## config.mk

```make
export PLATFORM = sky130hd
export DESIGN_NAME = checked_mux
export DESIGN_NICKNAME = d
export VERILOG_FILES = /design/src/rtl/checked_mux.sv
export SDC_FILE = /design/constraint.sdc
export NUM_CORES = 1
export LEC_CHECK = 0
export ABC_AREA = 1
export CORE_UTILIZATION = 50
export DETAILED_ROUTE_END_ITERATION = 6
export PLACE_DENSITY = 0.8
export RECOVER_POWER = 50
export REMOVE_ABC_BUFFERS = 1
export SLEW_MARGIN = 25
export SYNTH_ARGS = -nofsm -noshare
export SYNTH_HDL_FRONTEND = slang
export SYNTH_SLANG_ARGS = --single-unit
```

## constraint.sdc

```tcl
create_clock -name clk -period 4.8 [get_ports clk]
set_clock_uncertainty 0.2 [all_clocks]
set_input_delay 0.48 -clock clk [delete_from_list [all_inputs] [get_ports clk]]
set_output_delay 0.48 -clock clk [all_outputs]
set_load 0.01 [all_outputs]
```

## src/rtl/checked_mux.sv

```systemverilog
// CHANNELS:1 word multiplexer with a registered copy of the selected word and a
// lockstep checker that recomputes the selection and reports mismatches.
module checked_mux #(
    parameter int WIDTH = 3,
    parameter int SIZE  = 3,
    parameter int CNT_W = 8
) (
    input  logic                        clk,
    input  logic                        reset,
    input  logic [(2**SIZE)*WIDTH-1:0]  in,
    input  logic [SIZE-1:0]             sel,
    input  logic                        check_en,
    input  logic                        clear,
    output logic [WIDTH-1:0]            out,
    output logic [WIDTH-1:0]            out_q,
    output logic                        err,
    output logic                        err_sticky,
    output logic [CNT_W-1:0]            err_cnt,
    output logic [CNT_W-1:0]            smp_cnt
);

    localparam int CHANNELS = 2**SIZE;
    localparam logic [CNT_W-1:0] CNT_MAX = '1;

    logic [SIZE-1:0]           sel_q;
    logic [CHANNELS*WIDTH-1:0] in_q;
    logic                      valid_q, valid_d;
    logic                      err_q, err_d;
    logic                      err_sticky_q, err_sticky_d;
    logic [CNT_W-1:0]          err_cnt_q, err_cnt_d;
    logic [CNT_W-1:0]          smp_cnt_q, smp_cnt_d;
    logic [WIDTH-1:0]          exp_s;
    logic                      mismatch_s;

    // Reference selection: a priority scan over channels, deliberately not the
    // indexed part-select used by the data path, so a common-mode fault is unlikely.
    function automatic logic [WIDTH-1:0] ref_pick(
        input logic [CHANNELS*WIDTH-1:0] v,
        input logic [SIZE-1:0]           s
    );
        logic [WIDTH-1:0] r;
        r = '0;
        for (int i = 0; i < CHANNELS; i++) begin
            if (s == SIZE'(i)) begin
                r = v[i*WIDTH +: WIDTH];
            end else begin
                r = r;
            end
        end
        return r;
    endfunction

    assign out = in[sel*WIDTH +: WIDTH];

    // Compare the registered output against the recomputed selection and
    // derive next status; clear outranks any increment or set.
    always_comb begin
        exp_s        = ref_pick(in_q, sel_q);
        mismatch_s   = valid_q && (out_q != exp_s);
        valid_d      = 1'b0;
        err_d        = 1'b0;
        err_sticky_d = err_sticky_q;
        err_cnt_d    = err_cnt_q;
        smp_cnt_d    = smp_cnt_q;
        if (clear) begin
            err_sticky_d = 1'b0;
            err_cnt_d    = '0;
            smp_cnt_d    = '0;
        end else begin
            valid_d      = check_en;
            err_d        = mismatch_s;
            err_sticky_d = err_sticky_q | mismatch_s;
            if (mismatch_s && (err_cnt_q != CNT_MAX)) begin
                err_cnt_d = err_cnt_q + CNT_W'(1);
            end else begin
                err_cnt_d = err_cnt_q;
            end
            if (valid_q && (smp_cnt_q != CNT_MAX)) begin
                smp_cnt_d = smp_cnt_q + CNT_W'(1);
            end else begin
                smp_cnt_d = smp_cnt_q;
            end
        end
    end

    // Output register, capture stage and checker status.
    always_ff @(posedge clk or negedge reset) begin
        if (!reset) begin
            out_q        <= '0;
            sel_q        <= '0;
            in_q         <= '0;
            valid_q      <= 1'b0;
            err_q        <= 1'b0;
            err_sticky_q <= 1'b0;
            err_cnt_q    <= '0;
            smp_cnt_q    <= '0;
        end else begin
            out_q        <= out;
            sel_q        <= sel;
            in_q         <= in;
            valid_q      <= valid_d;
            err_q        <= err_d;
            err_sticky_q <= err_sticky_d;
            err_cnt_q    <= err_cnt_d;
            smp_cnt_q    <= smp_cnt_d;
        end
    end

    assign err        = err_q;
    assign err_sticky = err_sticky_q;
    assign err_cnt    = err_cnt_q;
    assign smp_cnt    = smp_cnt_q;

endmodule

```

; Yosys cells after proc, flatten, opt, wreduce, memory -nomap -nowiden
; Index checks and enable logic that the tools add are counted.
[totals]
register_bits = 49
input_bits = 31
out_inout_bits = 24
word_cells = 44
[op_classes]
n_addsub = 2
multipliers = 1
n_eq_ne = 10
shifts = 1
n_mux = 15
bitwise_logic = 1
reduce_logical = 6
[ops]
columns = op, n
row1 = $mux 8, 4
row2 = $mux 3, 8
row3 = $shiftx 24x6->3, 1
row4 = $add 8x1->8 const B, 2
row5 = $ne 8x8->1 const B, 2
row6 = $eq 3x3->1 const B, 4
row7 = $eq 3x2->1 const B, 2
row8 = $mul 3x2->5 const B, 1
row9 = $reduce_bool 2->1, 2
row10 = $eq 3x1->1 const B, 1
row11 = $logic_and 1x1->1, 3
row12 = $logic_not 3->1, 1
row13 = $mux 1, 3
row14 = $ne 3x3->1, 1
row15 = $or 1x1->1, 1

; Logic depth before layout (Yosys ltp)
[depth]
depth_word = 14
depth_mapped = 17
depth_no_buf = 16

; Worst setup path after synthesis
; OpenSTA, ideal clock, no wires.
[synth_path]
kind = input -> output
from = input sel[0]
to = output out[0]
arrival_time_ns = 1.308
required_time_ns = 4.120
path_slack_ns = 2.812
path_stages = 5
n_path_buf = 1
path_cell_list = clkbuf_1 > o21ai_0 > o22ai_1 > nor2_1 > a31oi_1
[synth_between]
elab_chain_len = 2
[synth_rtl]
columns = item, line_no
row1 = from (decl), 11  ; input logic [SIZE-1:0] sel,
row2 = $mul 3x2->5, 53  ; assign out = in[sel*WIDTH +: WIDTH];
row3 = $shiftx 24x6->3, 53
row4 = to (decl), 14  ; output logic [WIDTH-1:0] out,
; Every way passes these cells.

; Worst setup path after layout
[layout_path]
from = input sel[0]
to = output out[1]
; Same word-level chain as after synthesis.

==> results by group <==
Status
  • Outcome: finished with violations
  • Failing checks: capacitance limit, slew limit

Final layout
  • Post-route cell area: 2990 um2
  • Post-layout util: between 60 and 70%
  • Filler cells: 372
  • Diode count: 0
  • Synth-to-Final Area Change: 29.9%
  • Layout cell share with drive strength beyond 1: 4.50%
  • Nets: between 300 and 400

Setup path
  • CP required: 4.12 ns
  • Slowest cell on crit path: dlygate4sd3_1
  • Setup crit end kind: output pin
  • Max Fanout on Critical Path: 14
  • Crit path launch: sel[0]
  • Crit Path Class: primary input to output pin
  • Crit path cell chain: dlygate4sd3_1, inv_1, o21ai_0, o22ai_1, nor2_1, a31oi_1, clkdlybuf4s50_1
  • Largest delay share family, worst path: buffers and inverters
  • CP peak stage delay: 0.73 ns
  • Startpoint Class: primary input
  • WP buf/inv: 3
  • Worst r2r src: sel_q[0]
  • WP data arrival: 2.64 ns

Place
  • PortBufs: 54
  • Gpl congestion: 0.856
  • Placed Area: 2890 um2
  • Dpl hpwl: roughly 3800 um

Global route
  • Grt total ovfl: 0
  • Largest net degree at the start of global routing: 31
  • Antenna violations before repair: 0
  • First-pass GRT wire length: around 8900 um
  • GRT Overall Usage: 23.3%
  • Vias in the first global route: 1965

Power and ir drop
  • Cell Pwr Density: roughly 290 nW/um2
  • Design Power: 0.858 mW
  • Leak: 1.40 nW
  • Maximum vdd drop: 0.000190 V

Die
  • Die Height: around 70 um
  • Initial Util: roughly 52%
  • Core Area: around 4400 um2
  • Width of the die: 69.8 um
  • Row cnt: 24
  • Die area: 4870 um2
  • I/O pin count: 55

Yosys
  • Asr flop ratio synth: 100%
  • Synth Instances: between 200 and 300
  • Flops & latches, synth: 49
  • Mapped cell area: between 2000 and 2500 um2
  • EDFF count, synth: 0
  • Top cells by count, synth: 53 x nand2_1, 49 x dfrtp_1, 39 x nor2_1, 32 x inv_1, 23 x nand3_1
  • Most common cell in the netlist: nand2_1
  • Synth top area cells: dfrtp_1 53%, nand2_1 8.7%, nor2_1 6.4%
  • Area leader, netlist: dfrtp_1
  • Area share of the largest cell type after synthesis: between 50% and 60%
  • Seq/Total Area, Yosys: 53.3%
  • Synth Flop Type: dfrtp_1
  • Yosys cell types: 31
  • Mean Syn Cell Area: 8.33 um2
  • Yosys warnings: 0

Clocking
  • Hold Buf Count CTS: 1
  • CTS root buffer: clkbuf_8
  • H-tree levels: 2
  • Post-cts sizing count: 0
  • Setup Buffers After CTS: 0
  • Num CTS Buffers: 5
  • Clk sink count: 49
  • Max Root-Sink Buffers: 2
  • CTS clk-pin slew, worst paths: roughly 0.080 ns
  • CTS tree: yes
  • Clock latency at the later pin of the worst-skew pair: around 0.30 ns

Timing
  • Slew Viols, Final: 31
  • Endpoints failing hold: 0
  • Worst-Margin Slew: approximately 1.5 ns
  • Slew headroom: -2.30%
  • Final period util: between 60% and 70%
  • Setup TNS Final: 0 ns
  • Fin crit period: 3.32 ns
  • Hold Worst Slack: 0.301 ns
  • Unrepaired setup endpoints after global routing: false
  • Final Setup Violations: 0
  • FMAX: around 300 MHz

Route
  • Drt first-iter violations: about 120
  • Routed length per instance: 13.2 um
  • Via count: 2062
  • DRC viols: 0
  • Post-DR vias/cell: 5.36
  • Routed wire length: between 5000 and 6000 um
  • First-pass iteration count of the detailed router: 4
  • Antenna Violating Nets Remaining: 0

Flow run
  • Maxcap violations: 1

Hold path
  • Hold Path Origin: err_sticky
  • HP Class: flip-flop to flip-flop
-- worst min-delay path, delay by kind of cell (launching register included) --
| family | cells | cell delay, ns |
|---|---|---|
| flip-flops | 1 | 0.35 |
| AO/OA/AOI/OAI | 1 | 0.06 |
| AND/OR/NAND/NOR | 1 | 0.05 |
-- report_power, final --
part	internal, mW	leakage [nW]	switching [mW]
clock network	0.151	0.0540	0.126
registers	0.433	0.609	0.0150
logic	0.0610	0.733	0.0714
total	0.645	1.40	0.213
-- state kept, by name, summed over array words and instances (netlist names) --
register,cells
err_sticky,1
smp_cnt,8
in_q,24
sel_q,3
out_q,3
valid_q,1
err,1
err_cnt,8
-- per-layer routing --
metal	up-vias	wire, um	track usage [%]
met5	-	0	0
met4	0	107	7.11
met3	17	346	6.40
met2	84	2370	35.4
met1	959	2260	32.7
li1	1002	-	-
-- cell usage in the layout, fill, tap and decap left out, types with 2 or more instances in the layout --
master	instances
inv_1	32
nand4_1	5
nand3b_1	2
dfrtp_1	49
clkbuf_1	2
nand3_1	23
nand2_1	53
xor2_1	3
clkbuf_8	5
or2_1	3
a21oi_1	7
nor3_1	9
nand3_2	2
dlygate4sd3_1	28
o22ai_1	3
nor2_1	39
o21ai_0	17
clkdlybuf4s50_1	26
o21ai_1	4
or2_0	3
a31oi_1	3
ha_1	2
-- kinds of logic after synthesis --
logic type,share of synthesized area [%]
AND/OR/NAND/NOR,28.9
adder cells (fa/ha/maj),1.09
AO/OA/AOI/OAI,8.05
flip-flops,53.3
XOR/XNOR,1.52
buffers and inverters,7.13
-- final timing paths --
path / end / slack (ns) / depth (start not counted)
min: err_sticky / 0.30 / 2
min reg2reg: err_sticky / 0.30 / 2
min in group asynchronous: smp_cnt[2] / 0.66 / 2
max in group asynchronous: out_q[1] / 1.80 / 3
max: out[1] / 1.48 / 7
max reg2reg: err_cnt[2] / 2.52 / 11
-- per-stage QoR --
step / std cells / setup WS [ns]
after detailed placement: 377 / 1.55
after global placement: 376 / 1.58
after CTS: 385 / 1.54
final: 385 / 1.48
after floorplan: 270 / 2.88
after global routing: 385 / 1.26
-- area by class of cell --
class	count	area [um2]	share of cell area, %
multi-input combinational	186	910	30.5
clock buffer	5	68.8	2.30
tap	52	65.1	2.18
inverter	35	134	4.48
sequential	49	1230	41.1
clock inverter	2	35.0	1.17
timing repair buffer	56	548	18.3
Note: power is estimated with default switching activity, not from simulation.
